**config.mk**
```make
export PLATFORM = sky130hd
export DESIGN_NAME = arith_op_sequencer
export DESIGN_NICKNAME = d
export VERILOG_FILES = /design/src/rtl/arith_seq_pkg.sv /design/src/rtl/arith_iter_step.sv /design/src/rtl/arith_op_sequencer.sv
export SDC_FILE = /design/constraint.sdc
export NUM_CORES = 1
export LEC_CHECK = 0
export ABC_CLOCK_PERIOD_IN_PS = 3720
export CORE_MARGIN = 4
export CORE_UTILIZATION = 54
export CTS_BUF_LIST = sky130_fd_sc_hd__clkbuf_8 sky130_fd_sc_hd__clkbuf_16
export DETAILED_ROUTE_END_ITERATION = 6
export MAX_ROUTING_LAYER = met4
export PLACE_DENSITY = 0.78
export SLEW_MARGIN = 20
export SYNTH_ARGS = -nofsm -noshare
export SYNTH_HDL_FRONTEND = slang
export SYNTH_SLANG_ARGS = --single-unit
```
**constraint.sdc**
```tcl
create_clock -name clk -period 3.72 [get_ports clk]
set_clock_uncertainty 0.2 [all_clocks]
set_input_delay 0.744 -clock clk [delete_from_list [all_inputs] [get_ports clk]]
set_output_delay 0.744 -clock clk [all_outputs]
set_load 0.1 [all_outputs]
```
**src/rtl/arith_seq_pkg.sv**
```systemverilog
// Shared encodings for the multi-cycle arithmetic sequencer.
package arith_seq_pkg;

    localparam logic [2:0] OP_ADD = 3'd0;
    localparam logic [2:0] OP_SUB = 3'd1;
    localparam logic [2:0] OP_MUL = 3'd2;
    localparam logic [2:0] OP_DIV = 3'd3;
    localparam logic [2:0] OP_POW = 3'd4;
    localparam logic [2:0] OP_XOR = 3'd5;

    localparam int ADD_LAT = 1;

    typedef enum logic [1:0] {
        ST_IDLE = 2'd0,
        ST_EXEC = 2'd1,
        ST_LOAD = 2'd2,
        ST_DONE = 2'd3
    } state_t;

endpackage

```
**src/rtl/arith_iter_step.sv**
```systemverilog
// One iteration of shift-add multiply (LSB first) or restoring divide (MSB first).
module arith_iter_step #(
    parameter int WIDTH = 16
) (
    input  logic             div_mode,
    input  logic [WIDTH-1:0] acc,
    input  logic [WIDTH-1:0] part,
    input  logic [WIDTH-1:0] opnd,
    output logic [WIDTH-1:0] acc_next,
    output logic [WIDTH-1:0] part_next
);

    logic [WIDTH:0] sum;
    logic [WIDTH:0] trial;
    logic [WIDTH:0] diff;

    always_comb begin
        sum       = {1'b0, acc} + (part[0] ? {1'b0, opnd} : '0);
        trial     = {acc, part[WIDTH-1]};
        diff      = trial - {1'b0, opnd};
        acc_next  = '0;
        part_next = '0;
        if (div_mode) begin
            // acc is the partial remainder, part shifts dividend out and quotient in
            if (trial >= {1'b0, opnd}) begin
                acc_next  = diff[WIDTH-1:0];
                part_next = {part[WIDTH-2:0], 1'b1};
            end else begin
                acc_next  = trial[WIDTH-1:0];
                part_next = {part[WIDTH-2:0], 1'b0};
            end
        end else begin
            // {carry, acc, part} shifts right; part ends up holding the low product bits
            acc_next  = sum[WIDTH:1];
            part_next = {sum[0], part[WIDTH-1:1]};
        end
    end

endmodule

```
**src/rtl/arith_op_sequencer.sv**
```systemverilog
// Sequences one shared shift/add datapath through ADD, SUB, XOR, MUL, DIV and POW.
module arith_op_sequencer
    import arith_seq_pkg::*;
#(
    parameter int WIDTH = 16,
    parameter int EXP_W = 4
) (
    input  logic             clk,
    input  logic             rst_n,
    input  logic             start,
    input  logic [2:0]       op,
    input  logic [WIDTH-1:0] a,
    input  logic [WIDTH-1:0] b,
    output logic             busy,
    output logic             done,
    output logic [WIDTH-1:0] result,
    output logic [WIDTH-1:0] rem,
    output logic             err
);

    localparam int CNT_W = $clog2(WIDTH + 1);

    state_t             state;
    logic [2:0]         op_r;
    logic [WIDTH-1:0]   a_r;
    logic [WIDTH-1:0]   b_r;
    logic [WIDTH-1:0]   acc;
    logic [WIDTH-1:0]   part;
    logic [CNT_W-1:0]   cnt;
    logic [EXP_W-1:0]   pass;
    logic [EXP_W-1:0]   e_r;

    logic               div_mode;
    logic [WIDTH-1:0]   opnd;
    logic [WIDTH-1:0]   acc_next;
    logic [WIDTH-1:0]   part_next;

    logic               fin;
    logic               step_en;
    logic [WIDTH-1:0]   fin_res;
    logic [WIDTH-1:0]   fin_rem;
    logic               fin_err;

    assign div_mode = (op_r == OP_DIV);
    assign opnd     = div_mode ? b_r : a_r;

    arith_iter_step #(.WIDTH(WIDTH)) u_step (
        .div_mode  (div_mode),
        .acc       (acc),
        .part      (part),
        .opnd      (opnd),
        .acc_next  (acc_next),
        .part_next (part_next)
    );

    // Decide, for the current EXEC cycle, whether to finish or take another step.
    always_comb begin
        fin     = 1'b0;
        step_en = 1'b0;
        fin_res = '0;
        fin_rem = '0;
        fin_err = 1'b0;
        if (state == ST_EXEC) begin
            case (op_r)
                OP_ADD: begin fin = 1'b1; fin_res = a_r + b_r; end
                OP_SUB: begin fin = 1'b1; fin_res = a_r - b_r; end
                OP_XOR: begin fin = 1'b1; fin_res = a_r ^ b_r; end
                OP_MUL: begin
                    if (cnt == CNT_W'(WIDTH)) begin
                        fin     = 1'b1;
                        fin_res = part;
                    end else begin
                        step_en = 1'b1;
                    end
                end
                OP_DIV: begin
                    if (b_r == '0) begin
                        fin     = 1'b1;
                        fin_res = '1;
                        fin_rem = a_r;
                        fin_err = 1'b1;
                    end else if (cnt == CNT_W'(WIDTH)) begin
                        fin     = 1'b1;
                        fin_res = part;
                        fin_rem = acc;
                    end else begin
                        step_en = 1'b1;
                    end
                end
                OP_POW: begin
                    if (pass == e_r) begin
                        fin     = 1'b1;
                        fin_res = part;
                    end else begin
                        step_en = 1'b1;
                    end
                end
                default: begin fin = 1'b1; fin_err = 1'b1; end
            endcase
        end
    end

    always_ff @(posedge clk) begin
        if (!rst_n) begin
            state  <= ST_IDLE;
            busy   <= 1'b0;
            done   <= 1'b0;
            result <= '0;
            rem    <= '0;
            err    <= 1'b0;
            op_r   <= '0;
            a_r    <= '0;
            b_r    <= '0;
            acc    <= '0;
            part   <= '0;
            cnt    <= '0;
            pass   <= '0;
            e_r    <= '0;
        end else begin
            done <= 1'b0;
            case (state)
                ST_IDLE, ST_DONE: begin
                    if (start) begin
                        state <= ST_EXEC;
                        busy  <= 1'b1;
                        op_r  <= op;
                        a_r   <= a;
                        b_r   <= b;
                        acc   <= '0;
                        cnt   <= '0;
                        pass  <= '0;
                        e_r   <= b[EXP_W-1:0];
                        // part seeds the multiplier, the dividend, or the POW accumulator
                        if (op == OP_DIV)
                            part <= a;
                        else if (op == OP_POW)
                            part <= WIDTH'(1);
                        else
                            part <= b;
                    end else begin
                        state <= ST_IDLE;
                    end
                end
                ST_EXEC: begin
                    if (fin) begin
                        state  <= ST_DONE;
                        busy   <= 1'b0;
                        done   <= 1'b1;
                        result <= fin_res;
                        rem    <= fin_rem;
                        err    <= fin_err;
                    end else if (step_en) begin
                        acc  <= acc_next;
                        part <= part_next;
                        cnt  <= cnt + 1'b1;
                        if (op_r == OP_POW && cnt == CNT_W'(WIDTH - 1)) begin
                            state <= ST_LOAD;
                            pass  <= pass + 1'b1;
                        end
                    end
                end
                ST_LOAD: begin
                    // last product stays in part as the next multiplier
                    acc   <= '0;
                    cnt   <= '0;
                    state <= ST_EXEC;
                end
                default: state <= ST_IDLE;
            endcase
        end
    end

endmodule

```
## Word level (Yosys, flattened, before mapping)

Index checks and enable logic that the tools add are counted.

| word-level totals | value |
|---|---|
| flip-flop bits (word level) | 117 |
| latch bits | 0 |
| bits in writable memories | 0 |
| bits in read-only memories | 0 |
| bits of input ports | 38 |
| output and inout bits | 35 |
| memories kept | 0 |

| operators by class | value |
|---|---|
| add/subtract/negate cells | 6 |
| $mul | 0 |
| div/mod/pow operators | 0 |
| order comparisons | 1 |
| eq/ne operators | 20 |
| shift-type cells | 0 |
| muxes and demuxes | 53 |
| bitwise gates (word level) | 1 |
| reductions and logical operators | 15 |

Operator list:

| kind | count |
|---|---|
| two-way mux 16 bit | 19 |
| case mux 16 bit (6 select lines) | 1 |
| case mux 16 bit (3 select lines) | 1 |
| case mux 16 bit (2 select lines) | 1 |
| subtractor 16 bit | 2 |
| adder 16 x 16 -> 17 bit | 1 |
| greater-or-equal comparator 17 x 16 -> 1 bit | 1 |
| adder 16 bit | 1 |
| logical NOT 16 bit | 1 |
| two-way mux 4 bit | 4 |
| bitwise XOR 16 bit | 1 |
| two-way mux 5 bit | 3 |
| case mux 5 bit (3 select lines) | 1 |
| two-way mux 1 bit | 14 |
| equality test 3 x 2 -> 1 bit, second input constant | 3 |
| equality test 3 bit, second input constant | 3 |
| != test 2 bit, second input constant | 4 |
| case mux 4 bit (2 select lines) | 1 |
| AND reduction 2 bit | 4 |
| two-way mux 2 bit | 3 |
| case mux 1 bit (3 select lines) | 2 |
| case mux 2 bit (3 select lines) | 1 |
| AND reduction 3 bit | 2 |
| adder 5 x 1 -> 5 bit, second input constant | 1 |
| other kinds (19) | 21 |

## Longest topological paths before layout

Gate-level depths: netlist of run 1.

| depth | value |
|---|---|
| depth after elaboration | 8 |
| gate-level depth with buffers | 18 |
| mapped depth without buffers | 16 |

## By module

A second synthesis of run 1 with hierarchy kept.

| unflattened totals | value |
|---|---|
| cell total of the unflattened synthesis | 1,173 |
| area, all modules | 8,857.2 sq um |

By module, submodules not included:

| module | instances | cells each | area an instance (sq um) | sequential area each (sq um) |
|---|---|---|---|---|
| arith_op_sequencer | 1 | 876 | 6,695.2 | 2,262.2 |
| arith_iter_step | 1 | 297 | 2,162.1 | 0.0 |

## Least setup slack after synthesis of run 1

OpenSTA, ideal clock, no wires.

| path | value |
|---|---|
| kind | reg2reg |
| from | reg op_r[1] |
| to | reg acc[14] |
| arrival time | 3.586 ns |
| required time | 3.388 ns |
| slack | -0.199 ns |
| cell stages (with the launch flop) | 18 |
| clock period less this slack | 3.919 ns |
| cells stage by stage | dfxtp_1 > clkbuf_1 > nand2_1 > nor2_1 > clkbuf_1 > nor2_1 > a21o_1 > nand2_1 > inv_1 > ha_1 > a211oi_1 > o211ai_1 > a2111o_1 > a31oi_1 > o21ai_0 > xor2_1 > a32oi_1 > o31ai_1 |

| on the way | value |
|---|---|
| longest elaborated chain between the ends | 8 |
| elaborated cells on any way between the ends | 20 |
| those cells by class | add/sub (2); order compare (1); eq/ne (5); mux (11); reduce/logical (1) |

Ends and longest elaborated chain:

| element | RTL line | RTL |
|---|---|---|
| start: declaration | arith_op_sequencer.sv:24 | `logic [2:0] op_r;` |
| start signal: assignment | arith_op_sequencer.sv:126 | `op_r <= op;` |
| equality test 3 x 2 -> 1 bit | arith_op_sequencer.sv:44, arith_op_sequencer.sv:64 |  |
| two-way mux 16 bit | arith_op_sequencer.sv:45 | `assign opnd = div_mode ? b_r : a_r;` |
| two-way mux 16 bit, or another cell as far along | arith_iter_step.sv:18 | `sum = {1'b0, acc} + (part[0] ? {1'b0, opnd} : '0);` |
| adder 16 x 16 -> 17 bit or two-way mux 16 bit (tied branches) | arith_iter_step.sv:18, arith_iter_step.sv:25 |  |
| two-way mux 16 bit | arith_iter_step.sv:23 | `if (div_mode) begin` |
| two-way mux 16 bit | arith_op_sequencer.sv:152 | `end else if (step_en) begin` |
| two-way mux 16 bit | arith_op_sequencer.sv:145 | `if (fin) begin` |
| case mux 16 bit (3 select lines) | arith_op_sequencer.sv:121 | `case (state)` |
| end signal: assignment | arith_op_sequencer.sv:153 | `acc <= acc_next;` |
| end: declaration | arith_op_sequencer.sv:27 | `logic [WIDTH-1:0] acc;` |

Parallel ways exist; a longest one is shown, timed or not. The select of a mux whose other input is x is not followed.
A chain may end at the register's enable or synchronous reset.

## Final worst setup path of run 1

| path | value |
|---|---|
| from | reg op_r[2] |
| to | reg acc[13] |

The elaborated chain is that of the path after synthesis.

==> flow_summary_export.csv, run 1 <==
group,metric,value,unit
timing,drv_slew,0,
global_route,grt_usage,30.9,%
hold_path,holdPathStages,2,
hold_path,hold_path_class,"reg2reg",
power_and_ir_drop,power.density,708,nW/µm²
clock_network,clkLatencyLatePin,0.43,ns
run_status,status,"completed",
hold_path,hold_end,"rem[3]",
timing,fmax,276,MHz
timing,worst_pin_slew,0.975,ns
clock_network,tritoncts,"done",
global_route,first_global_vias,7852,
routing,routed-via-count,8752,
global_route,grt_max_degree,75,
floorplan,dieArea,17900,µm²
floorplan,initial_utilization,55.6,%
finish,layout.area.seq,2270,µm²
worst_setup_path,cp.arrival,3.71,ns
worst_setup_path,reg2reg_from,"op_r[2]",
yosys,yosysMostFrequentCell,"nand2_1",
hold_path,min-delay-start,"rem[3]",
yosys,synth_edf_count,0,
power_and_ir_drop,peakVddDrop,0.417,mV
clock_network,ctsHtreeMaxLevel,4,
finish,synthToLayoutAreaGrowth,21.1,%
timing,period_share,97.4,%
yosys,syn_area,8550,µm²
worst_setup_path,critical_path_class,"reg2reg",
routing,wl,27.4,mm
finish,drive_gt1_share,9.38,%
yosys,yosys_register_bits,113,
routing,drt_pre_antenna_iters,7,
placed_design,port_buffers,72,
timing,setup_viol,0,
worst_setup_path,crit_chain,"inv_1 > nand3_4 > buf_12 > o21ai_0 > and2_1 > ha_1 > inv_1 > fa_1 > nor2b_1 > o2111ai_1 > a21oi_2 > o221a_2 > o41ai_4 > xnor2_1 > a22oi_1 > o21ai_0",
yosys,ys_warn_count,0,
finish,fill_cells,1282,
timing,slew_headroom,34.8,%
yosys,synth_top_area_share,26.4,%
routing,detail_route.wl_per_cell,19.3,µm
clock_network,cts_sinks,113,
global_route,grt_pass1_wl,42.7,mm
power_and_ir_drop,power,0.00733,W
yosys,ys.flop_type,"dfxtp_1",
placed_design,place_inst,1382,
global_route,globalRouteOverflowTotal,0,
yosys,synth.distinct_cells,73,
yosys,synthesis.instances,1122,
yosys,synth_nets,1217,
timing,period_minus_slack,3.62,ns
worst_setup_path,required,3.81,ns
routing,drc,0,
routing,antenna_left,0,
finish,multi_input_area,5880,µm²
worst_setup_path,r2r-end,"acc[13]",
yosys,async_flop_share,0,%
floorplan,boundaryPins,73,
clock_network,cts-root-buf,"clkbuf_16",
clock_network,numCtsBuffers,17,
placed_design,dp_hpwl,20.5,mm
yosys,synth_area_per_cell,7.62,µm²
yosys,synth_common_cells,"nand2_1, dfxtp_1, nor2_1, o21ai_0, a21oi_1",
floorplan,core,15400,µm²
yosys,ys_seq_area_share,26.4,%
floorplan,die_w,134,µm
floorplan,rows,45,
worst_setup_path,reg2reg_slack,0.1,ns
clock_network,cts.clk_slew.worst_paths,0.06,ns
worst_setup_path,critical_path_peak_fanout,15,
job,maxCapViolations,0,
clock_network,clockBufferDepth,2,
routing,drt_iter0_drc,1128,
worst_setup_path,crit_slowest_cell,"fa_1",
routing,via_per_inst,6.18,
finish,final_nets,1287,
worst_setup_path,reg2regPathDepth,16,
power_and_ir_drop,p_leak,4.25,nW
worst_setup_path,critPathLaunchType,"register",
floorplan,die_h,134,µm
worst_setup_path,cp-end-kind,"register",
yosys,synth_top_cell_by_area,"dfxtp_1",
timing,timing_hold_violations_final,0,
placed_design,gp_congestion,1.02,
worst_setup_path,max_stage_delay,0.40,ns
yosys,synth_area_leaders,"dfxtp_1, ha_1, nand2_1",
finish,instances_no_fill,1417,
global_route,antenna_found_initial,1,
layout make-up:
| type | instances | share of cell area [%] |
|---|---|---|
| antenna | 1 | 0.0242 |
| timing repair buffer | 126 | 11.2 |
| clock buffer | 17 | 4.11 |
| tap | 211 | 2.55 |
| clock inverter | 15 | 1.86 |
| multi-input combinational | 890 | 56.8 |
| sequential | 113 | 21.9 |
| inverter | 44 | 1.59 |
layout by cell type, fill, tap and decap left out, drive strengths merged, types with 17 or more instances in the layout:
master / instances
buf: 54
a21oi: 73
mux2i: 43
dfxtp: 113
xor2: 26
nand2: 164
nor2: 84
nor3: 20
inv: 46
o21ai: 89
a311oi: 31
nor2b: 40
ha: 54
clkdlybuf4s50: 71
a21boi: 39
clkbuf: 18
nand3: 17
xnor2: 45
cells by family (layout without fill, tap and decap cells):
group                    count (synthesis)  after routing  share of synthesized area (%)
adder cells (fa/ha/maj)                 57             57                           8.60
flip-flops                             113            113                           26.4
buffers and inverters                  119            202                           5.79
XOR/XNOR                                71             71                           7.27
AND/OR/NAND/NOR                        382            382                           20.9
multiplexers                            44             44                           5.16
other                                    0              1                              0
AO/OA/AOI/OAI                          336            336                           25.8
metrics by stage:
stage	setup WS (ns)	hold WS, ns	util (%)	cell area [µm²]	setup TNS, ns
floorplan	0.0409	0.264	-	8560	0
global placement	0.132	0.239	62.7	9630	0
detailed placement	-0.0386	0.242	62.7	9630	-0.0964
CTS	0.0474	0.249	66.8	10300	0
global route	-0.0283	0.268	67.4	10400	-0.0283
finish	0.0979	0.250	67.4	10400	0
how the worst max path moves through the flow:
| stage | startpoint | slack (ns) | depth (start not counted) | end |
|---|---|---|---|---|
| after floorplan | op_r[1] | 0.04 | 17 | acc[14] |
| after global routing | op_r[2] | -0.03 | 16 | acc[13] |
| after global placement | op_r[2] | 0.13 | 13 | acc[15] |
| final | op_r[2] | 0.1 | 16 | acc[13] |
| after CTS | op_r[2] | 0.05 | 14 | acc[14] |
| after detailed placement | op_r[2] | -0.04 | 14 | acc[14] |
worst max-delay path, delay by kind of cell, from the launching register on:
kind,cells,cell delay (ns)
compound gates,7,1.32
xor+xnor,1,0.14
fa+ha+maj,2,0.61
buf+inv,3,0.40
flops,1,0.34
simple gates,3,0.48
timing repair:
item	CTS	global route
resized for setup	2	13
cloned	0	1
setup endpoints to repair	3	7
pin swaps	0	2
hold buffers	0	0
buffers inserted	0	1
sequential cells by signal (all words and copies together), names as in the netlist:
register	cells
cnt	5
a_r	16
done	1
result	16
op_r	3
state	2
b_r	16
acc	16
pass	4
err	1
part	16
busy	1
rem	16
power breakdown:
group	total (W)	switching [W]	internal [W]
Combinational	0.00392	0.00244	0.00148
Clock	0.00172	0.000604	0.00111
Sequential	0.00169	0.000267	0.00143
Total	0.00733	0.00331	0.00402
layer usage:
metal | routed length (µm) | vias to the layer above | track usage, %
li1 | - | 4141 | -
met1 | 11500 | 4075 | 41.7
met2 | 11900 | 469 | 45.3
met3 | 3120 | 67 | 7.28
met4 | 844 | 0 | 11.1
met5 | 0 | - | -
Note: power is estimated with default switching activity, not from simulation.
==> run 2, diff against run 1 <==
--- a/config.mk
+++ b/config.mk
@@ -6,6 +6,7 @@
 export NUM_CORES = 1
 export LEC_CHECK = 0
 export ABC_CLOCK_PERIOD_IN_PS = 3720
+export CAP_MARGIN = 30
 export CORE_MARGIN = 4
 export CORE_UTILIZATION = 54
 export CTS_BUF_LIST = sky130_fd_sc_hd__clkbuf_8 sky130_fd_sc_hd__clkbuf_16
==> results of run 2 <==
No change in the layout: final DEF, timing and power equal those of run 1.
==> run 3, diff against run 2 <==
--- a/config.mk
+++ b/config.mk
@@ -7,7 +7,7 @@
 export LEC_CHECK = 0
 export ABC_CLOCK_PERIOD_IN_PS = 3720
 export CAP_MARGIN = 30
-export CORE_MARGIN = 4
+export CORE_MARGIN = 1.5
 export CORE_UTILIZATION = 54
 export CTS_BUF_LIST = sky130_fd_sc_hd__clkbuf_8 sky130_fd_sc_hd__clkbuf_16
 export DETAILED_ROUTE_END_ITERATION = 6
==> run 3 against run 2 <==
Fmax rose by 2.0%. Largest power group unchanged. Combinational power barely moved. Critical endpoint is now result[15]. Largest cell class unchanged. Sequential power barely moved. Sequential share of layout area rose by 0.21 points. Global-route usage rose by 2.9 points.
==> flow_summary_export.csv, run 3 (synthesized netlist as in run 1, its figures left out) <==
group,metric,value,unit
timing,period_minus_slack,3.55,ns
placed_design,place_inst,1375,
clock_network,cts_hold_buf,0,
power_and_ir_drop,p_comb_share,53.8,%
finish,synthToLayoutAreaGrowth,19.9,%
run_status,status,"completed",
worst_setup_path,required,3.82,ns
timing,worst_pin_slew,0.972,ns
routing,detail_route.wl_per_cell,19.2,µm
global_route,grt_max_degree,57,
worst_setup_path,path_buf_inv,3,
routing,wl,27.0,mm
placed_design,port_buffers,72,
worst_setup_path,cpMostUsedCell,"buf_4",
clock_network,clockBufferDepth,2,
power_and_ir_drop,power_frac_seq,23.5,%
worst_setup_path,cp.arrival,3.65,ns
power_and_ir_drop,switching_share,45.5,%
finish,instances_no_fill,1407,
timing,timing_hold_violations_final,0,
floorplan,boundaryPins,73,
placed_design,dp_hpwl,20.0,mm
global_route,globalRouteOverflowTotal,0,
global_route,antenna_found_initial,0,
job,maxCapViolations,0,
worst_setup_path,critical-path-top-delay-family,"compound AO/OA/AOI/OAI gates",
global_route,grt_usage,33.8,%
clock_network,post_cts_resized,0,
clock_network,post-cts-setup-buffer-count,0,
timing,period_share,95.4,%
clock_network,numCtsBuffers,17,
clock_network,ctsHtreeMaxLevel,4,
power_and_ir_drop,power.density,708,nW/µm²
worst_setup_path,critical_path_class,"reg2reg",
finish,final_cell_mix,"nand2_1, dfxtp_1, o21ai_0",
worst_setup_path,cp-end-kind,"register",
finish,multi_input_area,5870,µm²
timing,fin_setup_tns,0,ns
routing,drt_pre_antenna_iters,5,
worst_setup_path,critical_path_peak_fanout,5,
global_route,first_global_vias,7885,
power_and_ir_drop,p_int,0.00395,W
timing,setup_viol,0,
routing,via_per_inst,6.20,
clock_network,clkLatencyLatePin,0.43,ns
worst_setup_path,max_stage_delay,0.36,ns
finish,layout.area.seq,2260,µm²
clock_network,tritoncts,"done",
power_and_ir_drop,clockPowerShare,22.7,%
power_and_ir_drop,peakVddDrop,0.475,mV
routing,drt_iter0_drc,770,
worst_setup_path,crit_slowest_cell,"ha_1",
clock_network,cts-root-buf,"clkbuf_16",
finish,num_antenna_cells,0,
timing,fmax,282,MHz
finish,fill_cells,1319,
timing,drv_slew,0,
floorplan,die_h,129,µm
clock_network,cts_sinks,113,
routing,routed-via-count,8721,
worst_setup_path,critPathLaunchType,"register",
power_and_ir_drop,p_sw,0.00330,W
power_and_ir_drop,p_leak,4.18,nW
hold_path,hold_path_class,"reg2reg",
timing,slew_headroom,35.0,%
clock_network,cts.clk_slew.worst_paths,0.05,ns
routing,drc,0,
global_route,grt_pass1_wl,41.7,mm
floorplan,rows,45,
worst_setup_path,crit_chain,"buf_4 > or2_2 > nor2_2 > buf_4 > a31oi_1 > xnor2_1 > ha_1 > a21o_1 > a21oi_1 > o32ai_2 > o41ai_1 > buf_4 > o21ai_0 > o21ai_0 > a21oi_1",
placed_design,gp_congestion,1.06,
floorplan,initial_utilization,55.8,%
floorplan,die_w,129,µm
floorplan,core,15300,µm²
finish,final_nets,1279,
finish,drive_gt1_share,9.03,%
finish,mostFrequentLayoutCell,"nand2_1",
floorplan,dieArea,16600,µm²
routing,antenna_left,0,
==> run 3: changes by cell type in the layout (fill, tap and decap cells not counted), moves of 2 or more <==
cell,change
buf_4,-8
clkbuf_8,+2
clkinv_2,+3
clkinv_4,-2
mux2i_1,-2
==> run 3: cell type report <==
cell class                 instances  area share, %
tap                              211           2.58
inverter                          44           1.61
multi-input combinational        890           57.3
clock buffer                      19           4.42
sequential                       113           22.1
timing repair buffer             118           10.6
clock inverter                    12           1.37
==> run 3: path summary, 6_finish.rpt <==
kind / start / endpoint / slack, ns / cells after the start
worst max-delay path: op_r[2] / result[15] / 0.17 / 15
worst min-delay path: rem[10] / rem[10] / 0.25 / 2
worst max register to register: op_r[2] / result[15] / 0.17 / 15
worst min register to register: rem[10] / rem[10] / 0.25 / 2
==> run 3: worst register-to-register path, delay by kind of cell, from the launching register on <==
kind	cells	cell delay [ns]
xor gates and xnor gates	1	0.15
AOI/OAI and AO/OA	8	1.30
adders and majority gates	1	0.36
DFF	1	0.31
and+or+nand+nor	2	0.58
buffers and inverters	3	0.53
==> run 3: power groups by stage <==
stage | registers (W) | logic (W) | clock network (W)
floorplan | 0.00208 | 0.00241 | 0
finish | 0.00170 | 0.00390 | 0.00165
detailed placement | 0.00170 | 0.00378 | 0
global route | 0.00171 | 0.00420 | 0.00171
CTS | 0.00168 | 0.00380 | 0.00166
global placement | 0.00170 | 0.00372 | 0
==> run 3: metal layers <==
layer | global-route usage (%) | up-vias | share of wire [%] | wire length (µm)
met4 | 13.8 | 0 | 3.2 | 874
met1 | 44.2 | 4086 | 43 | 11700
met2 | 49.4 | 442 | 43 | 11600
li1 | - | 4123 | - | -
met3 | 8.94 | 70 | 10 | 2760
met5 | - | - | 0 | 0
==> run 3: through the flow <==
stage | power, W | utilization [%] | setup slack (ns) | hold slack, ns | instance area [µm²]
global route | 0.00763 | 66.9 | -0.0130 | 0.275 | 10300
detailed placement | 0.00548 | 62.5 | 0.0202 | 0.242 | 9580
CTS | 0.00714 | 66.4 | 0.00863 | 0.250 | 10200
global placement | 0.00542 | 62.5 | 0.0924 | 0.235 | 9580
finish | 0.00725 | 66.9 | 0.170 | 0.247 | 10300
floorplan | 0.00449 | - | 0.0409 | 0.264 | 8560
